==> src/rtl/uart_tx_pkg.sv <==
// Shared UART definitions: FSM state encoding, data width and default bit period.
// Imported by the transmitter, the baud counter and the receiver.
package uart_tx_pkg;

   typedef enum logic [1:0] {
      UART_IDLE  = 2'd0,
      UART_START = 2'd1,
      UART_DATA  = 2'd2,
      UART_STOP  = 2'd3
   } uart_state_t;

   localparam int UART_DATA_BITS    = 8;
   localparam int UART_CLKS_PER_BIT = 5208;

endpackage

==> src/rtl/uart_tx_baud_tick.sv <==
// Bit-period counter: counts 0..CLKS_PER_BIT-1, pulses o_tick on the last count and wraps.
// i_restart holds the count at zero so a frame always starts with a full bit period.
module uart_baud_tick
   import uart_tx_pkg::*;
#(
   parameter int CLKS_PER_BIT = UART_CLKS_PER_BIT
) (
   input  logic i_clk,
   input  logic i_rst,
   input  logic i_restart,
   output logic o_tick
);

   localparam int CNT_W = (CLKS_PER_BIT > 1) ? $clog2(CLKS_PER_BIT) : 1;
   localparam logic [CNT_W-1:0] LAST = CNT_W'(CLKS_PER_BIT - 1);

   logic [CNT_W-1:0] r_cnt;

   assign o_tick = (r_cnt == LAST);

   always_ff @(posedge i_clk) begin
      if (i_rst || i_restart || o_tick) begin
         r_cnt <= '0;
      end else begin
         r_cnt <= r_cnt + CNT_W'(1);
      end
   end

endmodule

==> src/rtl/uart_tx.sv <==
// 8N1 UART transmitter with a one-byte holding register so the next byte can queue mid-frame.
// Frame: start bit, 8 data bits LSB first, STOP_BITS stop bits; tx comes straight from a flop.
module uart_tx
   import uart_tx_pkg::*;
#(
   parameter int CLKS_PER_BIT = UART_CLKS_PER_BIT,
   parameter int STOP_BITS    = 1
) (
   input  logic       CLOCK_50,
   input  logic       reset,
   input  logic [7:0] tx_data,
   input  logic       tx_valid,
   output logic       tx_ready,
   output logic       tx,
   output logic       tx_busy
);

   if (CLKS_PER_BIT < 2 || !(STOP_BITS == 1 || STOP_BITS == 2)) begin : g_param_check
      $error("uart_tx: CLKS_PER_BIT must be >= 2 and STOP_BITS must be 1 or 2");
   end

   localparam logic [2:0] LAST_BIT  = 3'(UART_DATA_BITS - 1);
   localparam logic       LAST_STOP = 1'(STOP_BITS - 1);

   uart_state_t               r_state, w_state_nxt;
   logic [UART_DATA_BITS-1:0] r_hold, r_shift, w_shift_nxt;
   logic                      r_hold_full, w_hold_full_nxt;
   logic [2:0]                r_bit_idx, w_bit_idx_nxt;
   logic                      r_stop_cnt, w_stop_cnt_nxt;
   logic                      r_tx, w_tx_nxt;
   logic                      r_tx_ready, r_tx_busy;
   logic                      w_tick, w_accept, w_load, w_baud_restart;

   assign w_accept       = tx_valid & r_tx_ready;
   assign w_baud_restart = (r_state == UART_IDLE);

   uart_baud_tick #(.CLKS_PER_BIT(CLKS_PER_BIT)) u_baud (
      .i_clk     (CLOCK_50),
      .i_rst     (reset),
      .i_restart (w_baud_restart),
      .o_tick    (w_tick)
   );

   always_comb begin
      w_state_nxt    = r_state;
      w_shift_nxt    = r_shift;
      w_bit_idx_nxt  = r_bit_idx;
      w_stop_cnt_nxt = r_stop_cnt;
      w_load         = 1'b0;
      w_tx_nxt       = 1'b1;
      case (r_state)
         UART_IDLE: begin
            if (r_hold_full) begin
               w_load      = 1'b1;
               w_state_nxt = UART_START;
            end
         end
         UART_START: begin
            if (w_tick) begin
               w_state_nxt   = UART_DATA;
               w_bit_idx_nxt = '0;
            end
         end
         UART_DATA: begin
            if (w_tick) begin
               if (r_bit_idx == LAST_BIT) begin
                  w_state_nxt    = UART_STOP;
                  w_stop_cnt_nxt = 1'b0;
               end else begin
                  w_bit_idx_nxt = r_bit_idx + 3'd1;
                  w_shift_nxt   = r_shift >> 1;
               end
            end
         end
         UART_STOP: begin
            if (w_tick) begin
               if (r_stop_cnt == LAST_STOP) begin
                  // A queued byte chains straight into the next start bit.
                  if (r_hold_full) begin
                     w_load      = 1'b1;
                     w_state_nxt = UART_START;
                  end else begin
                     w_state_nxt = UART_IDLE;
                  end
               end else begin
                  w_stop_cnt_nxt = 1'b1;
               end
            end
         end
         default: w_state_nxt = UART_IDLE;
      endcase

      if (w_load) begin
         w_shift_nxt = r_hold;
      end
      // Accept and load are mutually exclusive: accept needs an empty hold, load a full one.
      w_hold_full_nxt = w_accept | (r_hold_full & ~w_load);

      case (w_state_nxt)
         UART_START: w_tx_nxt = 1'b0;
         UART_DATA:  w_tx_nxt = w_shift_nxt[0];
         default:    w_tx_nxt = 1'b1;
      endcase
   end

   always_ff @(posedge CLOCK_50) begin
      if (reset) begin
         r_state     <= UART_IDLE;
         r_hold_full <= 1'b0;
         r_bit_idx   <= '0;
         r_stop_cnt  <= 1'b0;
         r_tx        <= 1'b1;
         r_tx_ready  <= 1'b1;
         r_tx_busy   <= 1'b0;
      end else begin
         r_state     <= w_state_nxt;
         r_hold_full <= w_hold_full_nxt;
         r_bit_idx   <= w_bit_idx_nxt;
         r_stop_cnt  <= w_stop_cnt_nxt;
         r_tx        <= w_tx_nxt;
         r_tx_ready  <= ~w_hold_full_nxt;
         r_tx_busy   <= (w_state_nxt != UART_IDLE) | w_hold_full_nxt;
      end
   end

   always_ff @(posedge CLOCK_50) begin
      r_shift <= w_shift_nxt;
      if (w_accept) begin
         r_hold <= tx_data;
      end
   end

   assign tx       = r_tx;
   assign tx_ready = r_tx_ready;
   assign tx_busy  = r_tx_busy;

endmodule

==> config.mk <==
export PLATFORM = sky130hd
export DESIGN_NAME = uart_tx
export DESIGN_NICKNAME = d
export VERILOG_FILES = /design/src/rtl/uart_tx_pkg.sv /design/src/rtl/uart_tx_baud_tick.sv /design/src/rtl/uart_tx.sv
export SDC_FILE = /design/constraint.sdc
export NUM_CORES = 1
export LEC_CHECK = 0
export CAP_MARGIN = 20
export CORE_MARGIN = 2
export CORE_UTILIZATION = 40
export CTS_CLUSTER_DIAMETER = 100
export CTS_CLUSTER_SIZE = 40
export DETAILED_ROUTE_END_ITERATION = 8
export MAX_ROUTING_LAYER = met4
export SYNTH_ARGS = -nofsm -noshare
export SYNTH_HDL_FRONTEND = slang
export SYNTH_SLANG_ARGS = --single-unit
==> constraint.sdc <==
create_clock -name CLOCK_50 -period 3.2 [get_ports CLOCK_50]
set_input_delay 0.48 -clock CLOCK_50 [delete_from_list [all_inputs] [get_ports CLOCK_50]]
set_output_delay 0.48 -clock CLOCK_50 [all_outputs]
set_load 0.01 [all_outputs]
==> impl_metrics.json, run 1 <==
{
  "whs_ns": 0.464,
  "clk_latency_ns": 0.29,
  "skew_ns": 0.00559,
  "avgViaCountPerCell": 5.18,
  "period_share": 0.651,
  "p_leak_uw": 0.000708,
  "antenna_cells": 0,
  "finish.utilization": 0.474,
  "vias": 1263,
  "avgSynthCellArea_um2": 10.3,
  "path_cells": "ha_1 -> nand4bb_1 -> nor3_1 -> o221ai_1 -> a2111oi_1 -> a21oi_2",
  "cp.required_ns": 3.37,
  "yosysWarnings": 0,
  "hold_buffers": 0,
  "yosysUniqueCellTypes": 40,
  "clock_path_buffers": 2,
  "rows": 24,
  "ys_seq_elements": 38,
  "placeableCoreArea_um2": 4320,
  "combPwrFrac": 0.104,
  "startpoint_type": "flop",
  "hold_path_class": "reg2reg",
  "wirelength_mm": 3.34,
  "netlist.area_leader.share": 0.260,
  "fin_tns_setup_ns": 0,
  "cts_tree": "done",
  "r2r_slack_ns": 1.12,
  "p_total_uw": 961,
  "hold_path_startpoint": "u_baud.r_cnt[0]",
  "drt_iter0_drc": 67,
  "worst_slew_pin_slew_ns": 0.500,
  "synth.area.top_cells": "dfxtp_1 26%, edfxtp_1 25%, ha_1 5.6%, nor2_1 4.9%, nand2_1 3.6%",
  "grt_antenna_before_repair": 0,
  "finalNonFillerCells": 244,
  "grt_use_total": 0.148,
  "synth_nets": 192,
  "reg2reg_to": "tx",
  "nets": 210,
  "peakVddDrop_mv": 0.280,
  "gp_congestion": 0.847,
  "path_clk_slew_ns": 0.07,
  "syn_area_um2": 1770,
  "die_w_um": 70.6,
  "placed_cells": 236,
  "maxCapViolCount": 0,
  "power.share.clock": 0.329,
  "grt_pass1_vias": 1251,
  "path_class": "reg2reg",
  "synth-edff-count": 15,
  "path_max_fanout": 5,
  "layout-drive-gt1-share": 0.0938,
  "layout_common_cells": "23 x nor2_1, 23 x dfxtp_1, 17 x nand2_1, 15 x edfxtp_1, 13 x clkdlybuf4s50_1",
  "cts_resized": 0,
  "setup_viol": 0,
  "post_cts_buffers": 0,
  "drcViolationCount": 0,
  "yosysTopAreaCell": "dfxtp_1",
  "reg2regPathDepth": 6,
  "dieArea_um2": 4980,
  "reg2reg_from": "u_baud.r_cnt[0]",
  "endpoint_kind": "flop",
  "yosysSeqAreaShare": 0.513,
  "async_flop_share": 0,
  "first_pass_iters": 4,
  "synth_ff_type": "dfxtp_1",
  "cts.sinks": 38,
  "cpPeakStageDelay_ns": 0.53,
  "multi_input_area_um2": 806,
  "rsz0062_at_grt": "no",
  "p_sw_frac": 0.240,
  "finalMaxSlewViolations": 0,
  "p_switching_uw": 231,
  "min_to": "u_baud.r_cnt[0]",
  "period_needed_ns": 2.08,
  "min_delay_path_depth": 1,
  "max_freq_ghz": 0.480,
  "regArea_um2": 911,
  "relSlewSlack": 0.666,
  "syn_to_final_growth_pct": 15.5,
  "worstPathArrival_ns": 2.25,
  "ant_nets": 0,
  "pwr_density_cell_nw_per_um2": 469,
  "dp_hpwl_mm": 2.40,
  "portBuffers": 13,
  "wl_per_cell_um": 13.7,
  "grt.overflow.total": 0,
  "outcome": "finished, final reports clean",
  "cts_buffers": 5,
  "synthCells": 173,
  "grt_max_degree": 17,
  "p_int_uw": 730,
  "num_io_pins": 14,
  "cts_root_buf": "clkbuf_8",
  "grt_pass1_wl_mm": 5.55,
  "hold_viol_final": 0,
  "h-tree-depth": 2,
  "seqPwrFrac": 0.567,
  "dieHeight_um": 70.6,
  "nFillCells": 410,
  "cp_slowest_cell": "a2111oi_1",
  "start_util": 0.410
}
-- worst max-delay path by stage --
stage,start,endpoint,depth (start not counted)
finish,u_baud.r_cnt[0],tx,6
global route,u_baud.r_cnt[0],tx,6
CTS,u_baud.r_cnt[0],tx,6
detailed placement,u_baud.r_cnt[0],tx,6
global placement,u_baud.r_cnt[0],tx,7
floorplan,u_baud.r_cnt[0],r_shift[3],6
-- power by group through the flow --
stage	clock [uW]	sequential, uW	combinational (uW)
final	316	545	99.8
after global routing	345	548	112
after CTS	324	545	101
after detailed placement	0	556	101
after global placement	0	556	96.6
after floorplan	0	556	59.5
-- metrics by stage --
| stage | setup slack [ns] | instance area (um2) |
|---|---|---|
| 2_1_floorplan | 1.31 | 1770 |
| 4_1_cts | 1.12 | 2050 |
| 6_report | 1.12 | 2050 |
| 5_1_grt | 0.969 | 2050 |
| 3_3_place_gp | 1.18 | 1960 |
| 3_5_place_dp | 1.13 | 1960 |
-- sequential cells by signal, summed over array words and instances (netlist names) --
register,cells
r_shift,8
tx_busy,1
u_baud.r_cnt,13
r_hold_full,1
r_hold,8
r_state,2
tx_ready,1
r_bit_idx,3
tx,1
-- kinds of logic (layout without fill, tap and decap cells) --
family          count (synthesis)  in the layout  share of synthesized area
buf+inv                        15             34                     0.0324
fa+ha+maj                       8              8                     0.0564
flops                          38             38                      0.513
xor+xnor                       11             11                     0.0543
compound gates                 28             28                      0.105
simple gates                   71             71                      0.226
mux                             2              2                     0.0120
-- cell type report --
| class | instances | share of cell area |
|---|---|---|
| Multi-Input combinational cell | 120 | 0.393 |
| Tap cell | 52 | 0.0317 |
| Clock buffer | 5 | 0.0336 |
| Clock inverter | 3 | 0.00794 |
| Timing Repair Buffer | 14 | 0.0672 |
| Sequential cell | 38 | 0.444 |
| Inverter | 12 | 0.0220 |
-- metal layers --
| metal | vias up | global-route usage | wire length [um] |
|---|---|---|---|
| met3 | 4 | 0.0527 | 149 |
| met2 | 20 | 0.237 | 1650 |
| met1 | 602 | 0.176 | 1510 |
| met4 | 0 | 0.0440 | 34 |
| met5 | - | - | 0 |
| li1 | 637 | - | - |
-- worst max-delay path, delay by kind of cell (launching register included) --
kind,cells,cell delay [ns]
and+or+nand+nor,2,0.51
adders and majority gates,1,0.24
DFF,1,0.38
AOI/OAI and AO/OA,3,0.83
-- synth_stat cells, types with 2 or more instances --
cell type	n
inv_1	12
a21oi_1	4
nor3_1	2
and2_1	6
nand3_1	5
xnor2_1	5
o21ai_0	12
ha_1	8
nor2_1	23
nand2_1	17
edfxtp_1	15
dfxtp_1	23
and4bb_2	3
a31oi_1	3
nand4_1	4
xor2_1	6
nand4bb_1	2
(Power assumes the default switching activity.)
==> run 2, diff against run 1 <==
==> constraint.sdc (replaced) <==
create_clock -name CLOCK_50 -period 1.9 [get_ports CLOCK_50]
set_input_delay 0.285 -clock CLOCK_50 [delete_from_list [all_inputs] [get_ports CLOCK_50]]
set_output_delay 0.285 -clock CLOCK_50 [all_outputs]
set_load 0.01 [all_outputs]
==> run 2 against run 1 <==
Fmax up 13%. Via count increased by 4.6%. Clock skew about the same. Clock-buffer cell count increased by 3. Sequential power rose by 69%. First-iteration DRC count decreased by 9.0%. Cell count grew 8.2%. Register-to-register slack got worse by 1.1 ns. Utilization grew 4.2 points. Critical path type unchanged. Die area did not move. Largest power group unchanged. Design area increased by 8.9%. Highest routed layer unchanged. Combinational power up 100%.
==> impl_metrics.json, run 2 (synthesized netlist as in run 1, its figures left out) <==
{
  "wl_per_cell_um": 12.9,
  "pwr_density_cell_nw_per_um2": 732,
  "dieHeight_um": 70.6,
  "first_pass_iters": 4,
  "crit_cells": 7,
  "cts.sinks": 38,
  "layout-drive-gt1-share": 0.198,
  "ant_nets": 0,
  "die_w_um": 70.6,
  "nets": 230,
  "placed_cells": 254,
  "setup_viol": 0,
  "path_max_fanout": 4,
  "period_needed_ns": 1.85,
  "seqPwrFrac": 0.562,
  "dpl_worst_slack_ns": -0.0227,
  "relSlewSlack": 0.738,
  "reg2regPathDepth": 7,
  "nFillCells": 395,
  "path_cells": "inv_1 -> ha_1 -> nor2b_1 -> a311o_1 -> buf_4 -> o2111a_1 -> a21oi_2",
  "hold_buffers": 0,
  "dp_hpwl_mm": 2.54,
  "hold_viol_final": 0,
  "vias": 1321,
  "grt.overflow.total": 0,
  "clk_latency_ns": 0.28,
  "dieArea_um2": 4980,
  "grt_pass1_vias": 1369,
  "layout_common_cells": "23 x nor2_1, 21 x buf_4, 21 x dfxtp_1, 17 x nand2_1, 15 x edfxtp_1",
  "finalMaxSlewViolations": 0,
  "p_leak_uw": 0.000810,
  "setup_slack_ns": 0.0518,
  "path_class": "reg2reg",
  "start_util": 0.410,
  "fin_tns_setup_ns": 0,
  "layout_commonest_cell": "nor2_1",
  "clock_path_buffers": 2,
  "drcViolationCount": 0,
  "finish.instance_area_um2": 2230,
  "critPathLaunch": "r_state[0]",
  "rsz0062_at_grt": "yes",
  "syn_to_final_growth_pct": 25.8,
  "num_io_pins": 14,
  "maxCapViolCount": 0,
  "peakVddDrop_mv": 0.360,
  "grt_use_total": 0.151,
  "cp_slowest_cell": "a311o_1",
  "reg.largest.list": "u_baud.r_cnt x13, r_hold x8, r_shift x8",
  "antenna_cells": 0,
  "p_switching_uw": 371,
  "startpoint_type": "flop",
  "regMostFlops": "u_baud.r_cnt",
  "grt_pass1_wl_mm": 5.73,
  "grt_antenna_before_repair": 0,
  "cpPeakStageDelay_ns": 0.41,
  "hold_path_startpoint": "r_bit_idx[2]",
  "rows": 24,
  "reg2reg_to": "tx",
  "path_clk_slew_ns": 0.07,
  "p_int_uw": 1260,
  "critPathTopFamily": "compound AO/OA/AOI/OAI gates",
  "grt_max_degree": 14,
  "p_sw_frac": 0.227,
  "multi_input_area_um2": 841,
  "h-tree-depth": 2,
  "crit_end": "tx",
  "cts_buffers": 5,
  "p_total_uw": 1630,
  "path_buf_inv": 2,
  "portBuffers": 13,
  "endpoint_kind": "flop",
  "skew_ns": 0.00549,
  "worst_slew_pin_slew_ns": 0.391,
  "outcome": "finished, final reports clean",
  "placeableCoreArea_um2": 4320,
  "cts_root_buf": "clkbuf_8",
  "cp.required_ns": 2.11,
  "worstPathArrival_ns": 2.06,
  "finalNonFillerCells": 264,
  "cts_tree": "done",
  "gp_congestion": 0.822,
  "power.share.clock": 0.313,
  "r2r_slack_ns": 0.05,
  "avgViaCountPerCell": 5.00,
  "reg2reg_from": "r_state[0]",
  "wirelength_mm": 3.41,
  "max_freq_ghz": 0.541,
  "combPwrFrac": 0.124,
  "hold_path_class": "reg2reg",
  "largest_register_ffs": 13,
  "regArea_um2": 913,
  "period_share": 0.973,
  "place_area_um2": 2100,
  "drt_iter0_drc": 61
}
run 2: routing by layer:
metal	part of all wire	global-route usage	up-vias
met1	0.46	0.168	613
met3	0.031	0.0427	11
met2	0.49	0.253	18
met4	0.026	0.0692	0
met5	0	-	-
li1	-	-	679
run 2: repair_timing:
action	CTS	global route
setup endpoints to repair	10	17
gates resized for setup	2	7
pin swaps	2	0
buffers inserted	1	1
run 2: stage by stage:
step / hold WS (ns) / utilization
floorplan: 0.384 / -
global placement: 0.472 / 0.486
detailed placement: 0.488 / 0.486
CTS: 0.502 / 0.508
global route: 0.532 / 0.516
finish: 0.502 / 0.516
run 2: tightest hold or removal path: cells and delay by family (launching register included):
family	cells	cell delay [ns]
AO/OA/AOI/OAI	2	0.13
flip-flops	1	0.32
run 2: layout make-up:
| class | instances | area share |
|---|---|---|
| inverter | 12 | 0.0202 |
| timing repair buffer | 34 | 0.129 |
| clock buffer | 8 | 0.0359 |
| sequential | 38 | 0.409 |
| multi-input combinational | 120 | 0.377 |
| tap | 52 | 0.0291 |
run 2: worst min-delay path by stage:
stage                                 end  slack, ns  cells after the start
after floorplan                 r_hold[0]       0.38                      0
after global placement       r_bit_idx[1]       0.47                      2
after global routing      u_baud.r_cnt[0]       0.53                      2
final                        r_bit_idx[2]       0.50                      2
after CTS                    r_bit_idx[1]       0.50                      2
after detailed placement     r_bit_idx[1]       0.49                      2
run 2: power by group through the flow:
stage	logic [uW]	clock network, uW	registers, uW
floorplan	100	0	937
global placement	182	0	935
detailed placement	188	0	938
CTS	193	536	920
global route	223	572	923
finish	203	512	919
